File: src/rtl/avalon_pkg.sv
// Shared Avalon-MM master definitions: FSM state encoding and width-derivation helpers.
package avalon_pkg;

    localparam int AMM_ADDR_W_DEF = 32;
    localparam int AMM_DATA_W_DEF = 32;

    typedef enum logic [1:0] {
        IDLE,
        CMD,
        WAIT_RD,
        DONE
    } amm_state_e;

    function automatic int be_width(input int data_w);
        return data_w / 8;
    endfunction

    // A disabled timeout (0) still needs a 1-bit counter so the design elaborates.
    function automatic int cnt_width(input int timeout_cyc);
        return (timeout_cyc < 1) ? 1 : $clog2(timeout_cyc + 1);
    endfunction

endpackage

File: src/rtl/hs_amm_master.sv
// Turns one request/ack handshake transaction into a single Avalon-MM pipelined
// read or write, with a bounded wait that aborts and flags an error.
module hs_amm_master
    import avalon_pkg::*;
#(
    parameter int ADDR_W      = AMM_ADDR_W_DEF,
    parameter int DATA_W      = AMM_DATA_W_DEF,
    parameter int TIMEOUT_CYC = 255
) (
    input  logic                        clk_i,
    input  logic                        rst_i,
    input  logic                        req_i,
    output logic                        ack_o,
    input  logic                        cmd_write_i,
    input  logic [ADDR_W-1:0]           cmd_addr_i,
    input  logic [DATA_W-1:0]           cmd_wrdata_i,
    input  logic [be_width(DATA_W)-1:0] cmd_byteen_i,
    output logic [DATA_W-1:0]           rsp_rddata_o,
    output logic                        rsp_error_o,
    output logic [ADDR_W-1:0]           amm_address_o,
    output logic [DATA_W-1:0]           amm_writedata_o,
    output logic [be_width(DATA_W)-1:0] amm_byteenable_o,
    output logic                        amm_read_o,
    output logic                        amm_write_o,
    input  logic                        amm_waitrequest_i,
    input  logic                        amm_readdatavalid_i,
    input  logic [DATA_W-1:0]           amm_readdata_i
);

    localparam int               BE_W       = be_width(DATA_W);
    localparam int               CNT_W      = cnt_width(TIMEOUT_CYC);
    localparam bit               TIMEOUT_EN = (TIMEOUT_CYC > 0);
    localparam logic [CNT_W-1:0] CNT_LAST   = CNT_W'((TIMEOUT_CYC > 0) ? TIMEOUT_CYC - 1 : 0);
    localparam logic [CNT_W-1:0] CNT_MAX    = '1;

    amm_state_e        r_state;
    amm_state_e        w_state_nxt;
    logic [CNT_W-1:0]  r_cnt;
    logic [ADDR_W-1:0] r_address;
    logic [DATA_W-1:0] r_writedata;
    logic [BE_W-1:0]   r_byteenable;
    logic [DATA_W-1:0] r_rddata;
    logic              r_read;
    logic              r_write;
    logic              r_error;

    logic w_busy;
    logic w_wr_done;
    logic w_rd_done;
    logic w_complete;
    logic w_timeout;

    assign w_busy     = (r_state == CMD) || (r_state == WAIT_RD);
    assign w_wr_done  = (r_state == CMD) && r_write && !amm_waitrequest_i;
    assign w_rd_done  = (r_state == WAIT_RD) && amm_readdatavalid_i;
    assign w_complete = w_wr_done || w_rd_done;
    // A read accepted on the last allowed cycle has not completed, so it still times out.
    assign w_timeout  = TIMEOUT_EN && w_busy && (r_cnt == CNT_LAST) && !w_complete;

    always_ff @(posedge clk_i) begin
        // NOTE: state is updated with non-blocking assignments so every flop samples pre-edge values.
        if (rst_i) begin
            r_state <= IDLE;
        end else begin
            r_state <= w_state_nxt;
        end
    end

    always_comb begin
        // NOTE: default first so every path assigns w_state_nxt and no latch is inferred.
        w_state_nxt = r_state;
        unique case (r_state)
            IDLE: begin
                if (req_i) w_state_nxt = CMD;
            end
            CMD: begin
                if (w_timeout || w_wr_done) w_state_nxt = DONE;
                else if (!amm_waitrequest_i) w_state_nxt = WAIT_RD;
            end
            WAIT_RD: begin
                if (w_rd_done || w_timeout) w_state_nxt = DONE;
            end
            DONE:    w_state_nxt = IDLE;
            default: w_state_nxt = IDLE;
        endcase
    end

    always_ff @(posedge clk_i) begin
        // NOTE: command and response registers are reset too, so the bus sees all-zero fields after reset.
        if (rst_i) begin
            r_cnt        <= '0;
            r_address    <= '0;
            r_writedata  <= '0;
            r_byteenable <= '0;
            r_rddata     <= '0;
            r_read       <= 1'b0;
            r_write      <= 1'b0;
            r_error      <= 1'b0;
        end else begin
            if ((r_state == IDLE) && req_i) begin
                r_address    <= cmd_addr_i;
                r_writedata  <= cmd_wrdata_i;
                r_byteenable <= cmd_byteen_i;
                r_write      <= cmd_write_i;
                r_read       <= !cmd_write_i;
                r_error      <= 1'b0;
                r_cnt        <= '0;
            end
            if (w_busy) begin
                if (r_cnt != CNT_MAX) r_cnt <= r_cnt + CNT_W'(1);
                if ((r_state == CMD) && (!amm_waitrequest_i || w_timeout)) begin
                    r_read  <= 1'b0;
                    r_write <= 1'b0;
                end
                if (w_rd_done) r_rddata <= amm_readdata_i;
                if (w_timeout) r_error <= 1'b1;
            end
        end
    end

    assign ack_o            = (r_state == DONE);
    assign rsp_rddata_o     = r_rddata;
    assign rsp_error_o      = r_error;
    assign amm_address_o    = r_address;
    assign amm_writedata_o  = r_writedata;
    assign amm_byteenable_o = r_byteenable;
    assign amm_read_o       = r_read;
    assign amm_write_o      = r_write;

endmodule

File: config.mk
export PLATFORM = sky130hd
export DESIGN_NAME = hs_amm_master
export DESIGN_NICKNAME = d
export VERILOG_FILES = /design/src/rtl/avalon_pkg.sv /design/src/rtl/hs_amm_master.sv
export SDC_FILE = /design/constraint.sdc
export NUM_CORES = 1
export LEC_CHECK = 0
export ABC_AREA = 0
export CORE_MARGIN = 5
export CORE_UTILIZATION = 38
export DETAILED_ROUTE_END_ITERATION = 6
export PLACE_DENSITY = 0.81
export SYNTH_ARGS = -nofsm -noshare
export SYNTH_HDL_FRONTEND = slang
export SYNTH_SLANG_ARGS = --single-unit
File: constraint.sdc
create_clock -name clk_i -period 3.49 [get_ports clk_i]
set_clock_uncertainty 0.1 [all_clocks]
set_input_delay 0.5235 -clock clk_i [delete_from_list [all_inputs] [get_ports clk_i]]
set_output_delay 0.5235 -clock clk_i [all_outputs]
set_load 0.01 [all_outputs]
Word level (Yosys, flattened, before mapping)
Index checks and enable logic that the tools add are counted.

Bits in registers: 113. Bits in latches: 0. Bits in writable memories: 0. Bits in read-only memories: 0. Word-level logic and storage cells: 53. Memories: 0.

Add/sub/neg operators: 1. $mul: 0. Div/mod/pow operators: 0. Order comparisons: 0. Equality and inequality tests: 8. Shifts and indexed selects: 0. Multiplexer cells: 17. Bitwise gates (word level): 0. Reductions and logical operators: 18.

Operator list (count): 2-to-1 mux 8 bit (3); 2-to-1 mux 1 bit (9); adder 8 x 1 -> 8 bit, second input constant (1); == test 8 bit, second input constant (1); 2-to-1 mux 2 bit (4); inequality test 8 bit, second input constant (1); one-hot mux 2 bit (4 select lines) (1); logical AND 1 bit (7); logical OR 1 bit (5); == test 2 bit, second input constant (2); logical NOT 1 bit (3); inequality test 3 x 2 -> 1 bit, second input constant (1); AND reduction 3 bit (1); == test 2 x 1 -> 1 bit, second input constant (1); logical NOT 2 bit (1); inequality test 2 x 1 -> 1 bit, second input constant (1); inequality test 2 bit, second input constant (1); AND reduction 2 bit (1).

Longest topological paths before layout
Gate-level depths: netlist of the first run.

Word-level depth: 10. Mapped depth: 8. Gate-level depth less buffers: 7.

Worst setup path after synthesis of the first run
Ideal clock, no wire load.

Path type: reg-to-reg. From: register r_state[0]. To: register r_state[0]. Arrival: 1.925 ns. Required time: 3.260 ns. Slack: 1.336 ns. Stages on the path, launching flop included: 8. Buffers on the path: 0. Cell sequence: dfxtp_1 > inv_1 > ha_1 > and3_1 > nand4_2 > o31a_1 > a2111oi_0 > a21oi_1.

Word-level cells in the longest chain between the ends: 9. Elaborated cells on any way between the ends: 20. Those cells by class: eq/ne: 6; mux: 2; reduce/logical: 12.

RTL lines: start, declared (line hs_amm_master.sv:36) `amm_state_e r_state;`; start signal, assigned (line hs_amm_master.sv:65) `r_state <= w_state_nxt;`; == test 2 x 1 -> 1 bit (line hs_amm_master.sv:53, hs_amm_master.sv:54, hs_amm_master.sv:72); logical AND 1 bit (2 in series) (line hs_amm_master.sv:54) `assign w_wr_done = (r_state == CMD) && r_write && !amm_waitrequest_i;`; logical OR 1 bit (line hs_amm_master.sv:56) `assign w_complete = w_wr_done || w_rd_done;`; logical NOT 1 bit (line hs_amm_master.sv:58) `assign w_timeout = TIMEOUT_EN && w_busy && (r_cnt == CNT_LAST) && !w_complete;`; logical AND 1 bit (line hs_amm_master.sv:58); logical OR 1 bit (on tied branches) (line hs_amm_master.sv:77, hs_amm_master.sv:81); 2-to-1 mux 2 bit, or another cell as far along (line hs_amm_master.sv:77) `if (w_timeout || w_wr_done) w_state_nxt = DONE;`; one-hot mux 2 bit (4 select lines) or AND reduction 3 bit (tied branches).

Parallel ways exist; a longest one is shown, timed or not. A chain may end at the register's enable or synchronous reset.

Worst setup path after layout of the first run
Same ends and word-level chain as after synthesis.

==> impl_metrics.json, run 1 <==
{
  "status": "complete, no violations",
  "ir_drop_mv": 0.3531,
  "cts_tree": "built",
  "port_buffers": 209,
  "area_delta_synth_final_pct": 66.21,
  "yosys-top-cells-area": "dfxtp_1 (54%), nand2_1 (19%), a21oi_1 (13%), clkbuf_1 (2.5%), ha_1 (2.1%)",
  "coreArea_um2": 10790,
  "cts_buffers": 17,
  "drc": 0,
  "num_vias": 4213,
  "syn_area_um2": 4158,
  "reg2reg_depth": 7,
  "grt_max_degree": 113,
  "cts_buffer_depth": 2,
  "clock-root-buffer": "clkbuf_8",
  "muxShareOfSynthArea": 0.002407,
  "finalInstanceArea_um2": 6910,
  "power_density_nw_per_um2": 667.1,
  "fillers": 916,
  "drv_slew": 0,
  "gp_congestion": 0.8233,
  "setup_viol": 0,
  "postCtsSetupBuffers": 0,
  "ys_seq_area_frac": 0.5441,
  "endpoint_kind": "flip-flop",
  "critical_path_required_ns": 3.76,
  "grt_pass1_vias": 4197,
  "netlist_instances": 527,
  "placed_cells": 846,
  "rsz0062_at_grt": "false",
  "synth_cell_type_count": 36,
  "rows": 38,
  "wl_um": 12230,
  "grt_usage": 0.1790,
  "drive_above_1_share": 0.05827,
  "synthDominantCellAreaShare": 0.5441,
  "finalSetupTns_ns": 0,
  "yosys.area_share.simple": 0.2290,
  "final_cells": 878,
  "fin_crit_ns": 2.454,
  "antenna_cells": 0,
  "final_cell_mix": "nand2_1 (208), clkdlybuf4s50_1 (208), dfxtp_1 (113)",
  "synth_compound_gate_area_share": 0.1568,
  "synth_adder_area_share": 0.02107,
  "synth_ff_type": "dfxtp_1",
  "die_area_um2": 13130,
  "initial_core_util": 0.3852,
  "whs_path_depth": 2,
  "max_freq_ghz": 0.4075,
  "holdWs_ns": 0.3513,
  "min_period_over_period": 0.7031,
  "syn_nets": 640,
  "ant_nets": 0,
  "synth_xor_area_frac": 0.006320,
  "clk_pin_slew_ns": 0.05,
  "first_pass_iters": 5,
  "grt_pass1_wl_um": 19060,
  "insertion_delay_ns": 0.49,
  "gr-total-overflow": 0,
  "max_slew.worst_pin.slew_ns": 1.102,
  "synth_top_area_cell": "dfxtp_1",
  "hold_buffers": 0,
  "place_hpwl_um": 8813,
  "ys_ff_latch": 113,
  "crit_type": "reg -> reg",
  "cts-htree-levels": 4,
  "hold_violations": 0,
  "yosys_warnings": 0,
  "avgSynthCellArea_um2": 7.889,
  "antenna_found_initial": 0,
  "drt_iter0_drc": 235,
  "postPlaceCellArea_um2": 6315,
  "synth-async-reset-ratio": 0,
  "nets": 838,
  "vias_per_cell": 4.798,
  "synth-edff-count": 0,
  "arrival_ns": 2.72,
  "synth_top_family_by_area": "simple AND/OR/NAND/NOR gates",
  "cap_violations": 0,
  "cts_repair_resize_count": 0,
  "hp-class": "reg -> reg",
  "post_drt_wl_per_cell_um": 13.93,
  "relSlewSlack": 0.2656,
  "cts.sinks": 113,
  "crit_path_start_kind": "flip-flop",
  "ioPinCount": 210,
  "die_w_um": 114.6,
  "dieHeight_um": 114.6,
  "crit_fanout": 7,
  "power.leakage_nw": 2.526
}
==> layout make-up <==
class	count	area (um^2)	share of cell area
flip-flops and latches	113	2262	0.3274
well taps	140	175.2	0.02535
clock buffers	22	462.9	0.06699
clock inverters	10	132.6	0.01919
repair buffers	214	2127	0.3078
multi-input cells	374	1732	0.2506
inverters	5	18.77	0.002716
==> cells by family after synthesis <==
| group | after synthesis |
|---|---|
| simple gates | 240 |
| compound gates | 123 |
| flops | 113 |
| buf+inv | 40 |
| fa+ha+maj | 7 |
| xor+xnor | 3 |
| mux | 1 |
==> per-stage QoR <==
| stage | setup slack [ns] | util | total power [mW] |
|---|---|---|---|
| floorplan | 1.336 | - | 2.299 |
| global placement | 1.040 | 0.5851 | 2.898 |
| detailed placement | 0.9745 | 0.5851 | 2.947 |
| CTS | 1.056 | 0.6403 | 4.661 |
| global route | 0.8437 | 0.6403 | 4.868 |
| finish | 1.036 | 0.6403 | 4.610 |
==> synth_stat cells (2+ instances only) <==
master / instances
nand2_1: 209
dfxtp_1: 113
a21oi_1: 107
clkbuf_1: 28
nor2_1: 14
ha_1: 7
buf_1: 5
inv_1: 5
o21ai_0: 4
nor3_1: 3
a22oi_1: 2
and2_1: 2
and2_2: 2
nand3_1: 2
o31a_1: 2
xor2_1: 2
==> layer usage <==
layer  vias up  global-route usage  wire, um
li1       2110                   -         -
met1      1948              0.1925      4748
met2       144              0.3252      6370
met3        11             0.06660       983
met4         0             0.05226       129
met5         -                   0         0
==> worst max-delay path, cell delays in order (launching register included) <==
cell and delay (ns):
dfxtp_1 0.39, inv_1 0.11, ha_1 0.42, and3_1 0.24, nand4_2 0.16, o31a_1 0.35, a2111oi_0 0.43, a21oi_1 0.12
==> state kept, by name, summed over array words and instances (netlist names) <==
signal	cells
amm_byteenable_o	4
amm_read_o	1
amm_write_o	1
r_cnt	8
rsp_error_o	1
r_state	2
amm_address_o	32
rsp_rddata_o	32
amm_writedata_o	32
==> worst paths after layout <==
path                          from          endpoint  slack, ns
setup / recovery        r_state[0]        r_state[0]       1.04
hold reg to reg   rsp_rddata_o[28]  rsp_rddata_o[28]       0.35
setup reg to reg        r_state[0]        r_state[0]       1.04
hold / removal    rsp_rddata_o[28]  rsp_rddata_o[28]       0.35
==> report_power, final <==
part | total [mW] | switching [mW] | leakage, nW | internal [mW]
clock | 1.69 | 0.555 | 0.287 | 1.14
combinational | 1.31 | 0.683 | 1.32 | 0.629
sequential | 1.61 | 0.112 | 0.922 | 1.49
total | 4.61 | 1.35 | 2.53 | 3.26
Note: power is estimated with default switching activity, not from simulation.
==> run 2: changes to the inputs <==
Settings changed: CORE_UTILIZATION 38 to 36, PLACE_DENSITY 0.81 to 0.8.
Clock period 3.49 ns to 2.25 ns, I/O delays scaled along.
==> run 2 against run 1 <==
Largest power group unchanged. Via count increased by 2.2%. Critical path depth unchanged. Design area increased by 0.72%. Sequential power increased by 55%. Largest cell class unchanged. Critical endpoint is now r_state[1]. Sequential share of layout area shrank 0.20 points.
==> impl_metrics.json, run 2 (synthesized netlist as in run 1, its figures left out) <==
{
  "status": "complete, no violations",
  "whs_path_depth": 2,
  "place_hpwl_um": 9432,
  "fillers": 1005,
  "ioPinCount": 210,
  "reg2reg_depth": 7,
  "rows": 39,
  "total_power_mw": 7.135,
  "area_delta_synth_final_pct": 67.41,
  "power_density_nw_per_um2": 1025,
  "wl_um": 12660,
  "cts-htree-levels": 4,
  "max_freq_ghz": 0.4754,
  "finalSetupTns_ns": 0,
  "p_switching_mw": 2.142,
  "antenna_found_initial": 0,
  "ant_nets": 0,
  "rr_startpoint": "r_state[1]",
  "setup_viol": 0,
  "fin_crit_ns": 2.104,
  "grt_max_degree": 45,
  "num_vias": 4305,
  "hp-start": "rst_i",
  "dieHeight_um": 117.5,
  "cts_repair_resize_count": 0,
  "die_w_um": 117.5,
  "cts.sinks": 113,
  "grt_usage": 0.1820,
  "cts_buffer_depth": 2,
  "sw_frac_of_total": 0.3003,
  "gp_congestion": 0.8304,
  "final_util": 0.6122,
  "first_pass_iters": 4,
  "rsz0062_at_grt": "false",
  "insertion_delay_ns": 0.39,
  "drv_slew": 0,
  "crit_path_start_kind": "flip-flop",
  "ir_drop_mv": 0.4920,
  "port_buffers": 209,
  "hold_violations": 0,
  "final_cell_mix": "nand2_1 (208), clkdlybuf4s50_1 (208), dfxtp_1 (111)",
  "min_period_over_period": 0.9350,
  "max_slew.worst_pin.slew_ns": 0.4946,
  "post-place-ws_ns": 0.04519,
  "holdPathEnd": "r_cnt[4]",
  "critical_path_required_ns": 2.47,
  "regToRegSetupSlack_ns": 0.15,
  "post_drt_wl_per_cell_um": 14.25,
  "post-route-worst-setup-slack_ns": 0.1463,
  "crit_type": "reg -> reg",
  "endpoint_kind": "flip-flop",
  "arrival_ns": 2.32,
  "cts_buffers": 17,
  "drc": 0,
  "clk_pin_slew_ns": 0.05,
  "relSlewSlack": 0.6683,
  "hold_buffers": 0,
  "drt_iter0_drc": 222,
  "grt_pass1_vias": 4380,
  "comb_power_share": 0.296,
  "clock-root-buffer": "clkbuf_16",
  "hp-class": "in -> reg",
  "nets": 846,
  "vias_per_cell": 4.848,
  "drive_above_1_share": 0.07114,
  "seqPwrFrac": 0.350,
  "internal_power_mw": 4.993,
  "coreArea_um2": 11370,
  "cts_tree": "built",
  "initial_core_util": 0.3657,
  "power.leakage_nw": 2.558,
  "gr-total-overflow": 0,
  "cap_violations": 0,
  "die_area_um2": 13800,
  "postCtsSetupBuffers": 0,
  "r2r_end": "r_state[1]",
  "p_clk_frac": 0.353,
  "crit_fanout": 5,
  "grt_pass1_wl_um": 21070,
  "antenna_cells": 0
}
-- run 2: cell count changes in the layout (fill, tap and decap cells not counted), sizes merged --
cell	change
clkinv	+2
clkinvlp	-1
clkbuf	-2
buf	+8
bufinv	-1
inv	+1
-- run 2: worst max-delay path, stage by stage (launching register included) --
cell,delay (ns)
dfxtp_2,0.36
inv_1,0.08
ha_1,0.29
and3_1,0.20
nand4_2,0.16
o31a_1,0.31
or3b_1,0.39
a21oi_1,0.14
-- run 2: how the worst max path moves through the flow --
stage | start | endpoint | slack (ns) | cells after the start
floorplan | r_state[0] | r_state[0] | 0.1 | 7
global placement | r_state[1] | r_state[0] | 0.07 | 7
detailed placement | r_state[1] | r_state[0] | 0.05 | 7
CTS | r_state[1] | r_state[0] | 0.04 | 7
global route | r_state[0] | r_state[1] | 0.02 | 7
finish | r_state[1] | r_state[1] | 0.15 | 7
-- run 2: metrics by stage --
step / hold slack [ns] / cells / instance area, um^2
after floorplan: 0.3638 / 527 / 4158
after detailed placement: 0.3462 / 857 / 6391
final: 0.2529 / 888 / 6960
after global routing: 0.2632 / 888 / 6960
after global placement: 0.3404 / 857 / 6391
after CTS: 0.2361 / 888 / 6952
-- run 2: final cells by class --
| class | instances | area (um^2) | area share |
|---|---|---|---|
| timing repair buffer | 222 | 2200 | 0.3160 |
| sequential | 113 | 2265 | 0.3254 |
| inverter | 5 | 18.77 | 0.002696 |
| multi-input combinational | 374 | 1738 | 0.2497 |
| tap | 143 | 178.9 | 0.02571 |
| clock buffer | 20 | 446.7 | 0.06417 |
| clock inverter | 11 | 113.9 | 0.01636 |
-- run 2: power by group through the flow --
stage | clock (mW) | combinational [mW] | sequential [mW]
finish | 2.52 | 2.11 | 2.50
global route | 2.70 | 2.33 | 2.54
CTS | 2.58 | 2.12 | 2.49
detailed placement | 0 | 2.11 | 2.53
global placement | 0 | 2.05 | 2.51
floorplan | 0 | 0.919 | 2.65
-- run 2: per-layer routing --
metal	GRT usage	vias up	part of all wire
met2	0.3200	172	0.51
li1	-	2135	-
met1	0.1969	1978	0.39
met4	0.07097	0	0.020
met3	0.06872	20	0.081
met5	0	-	0
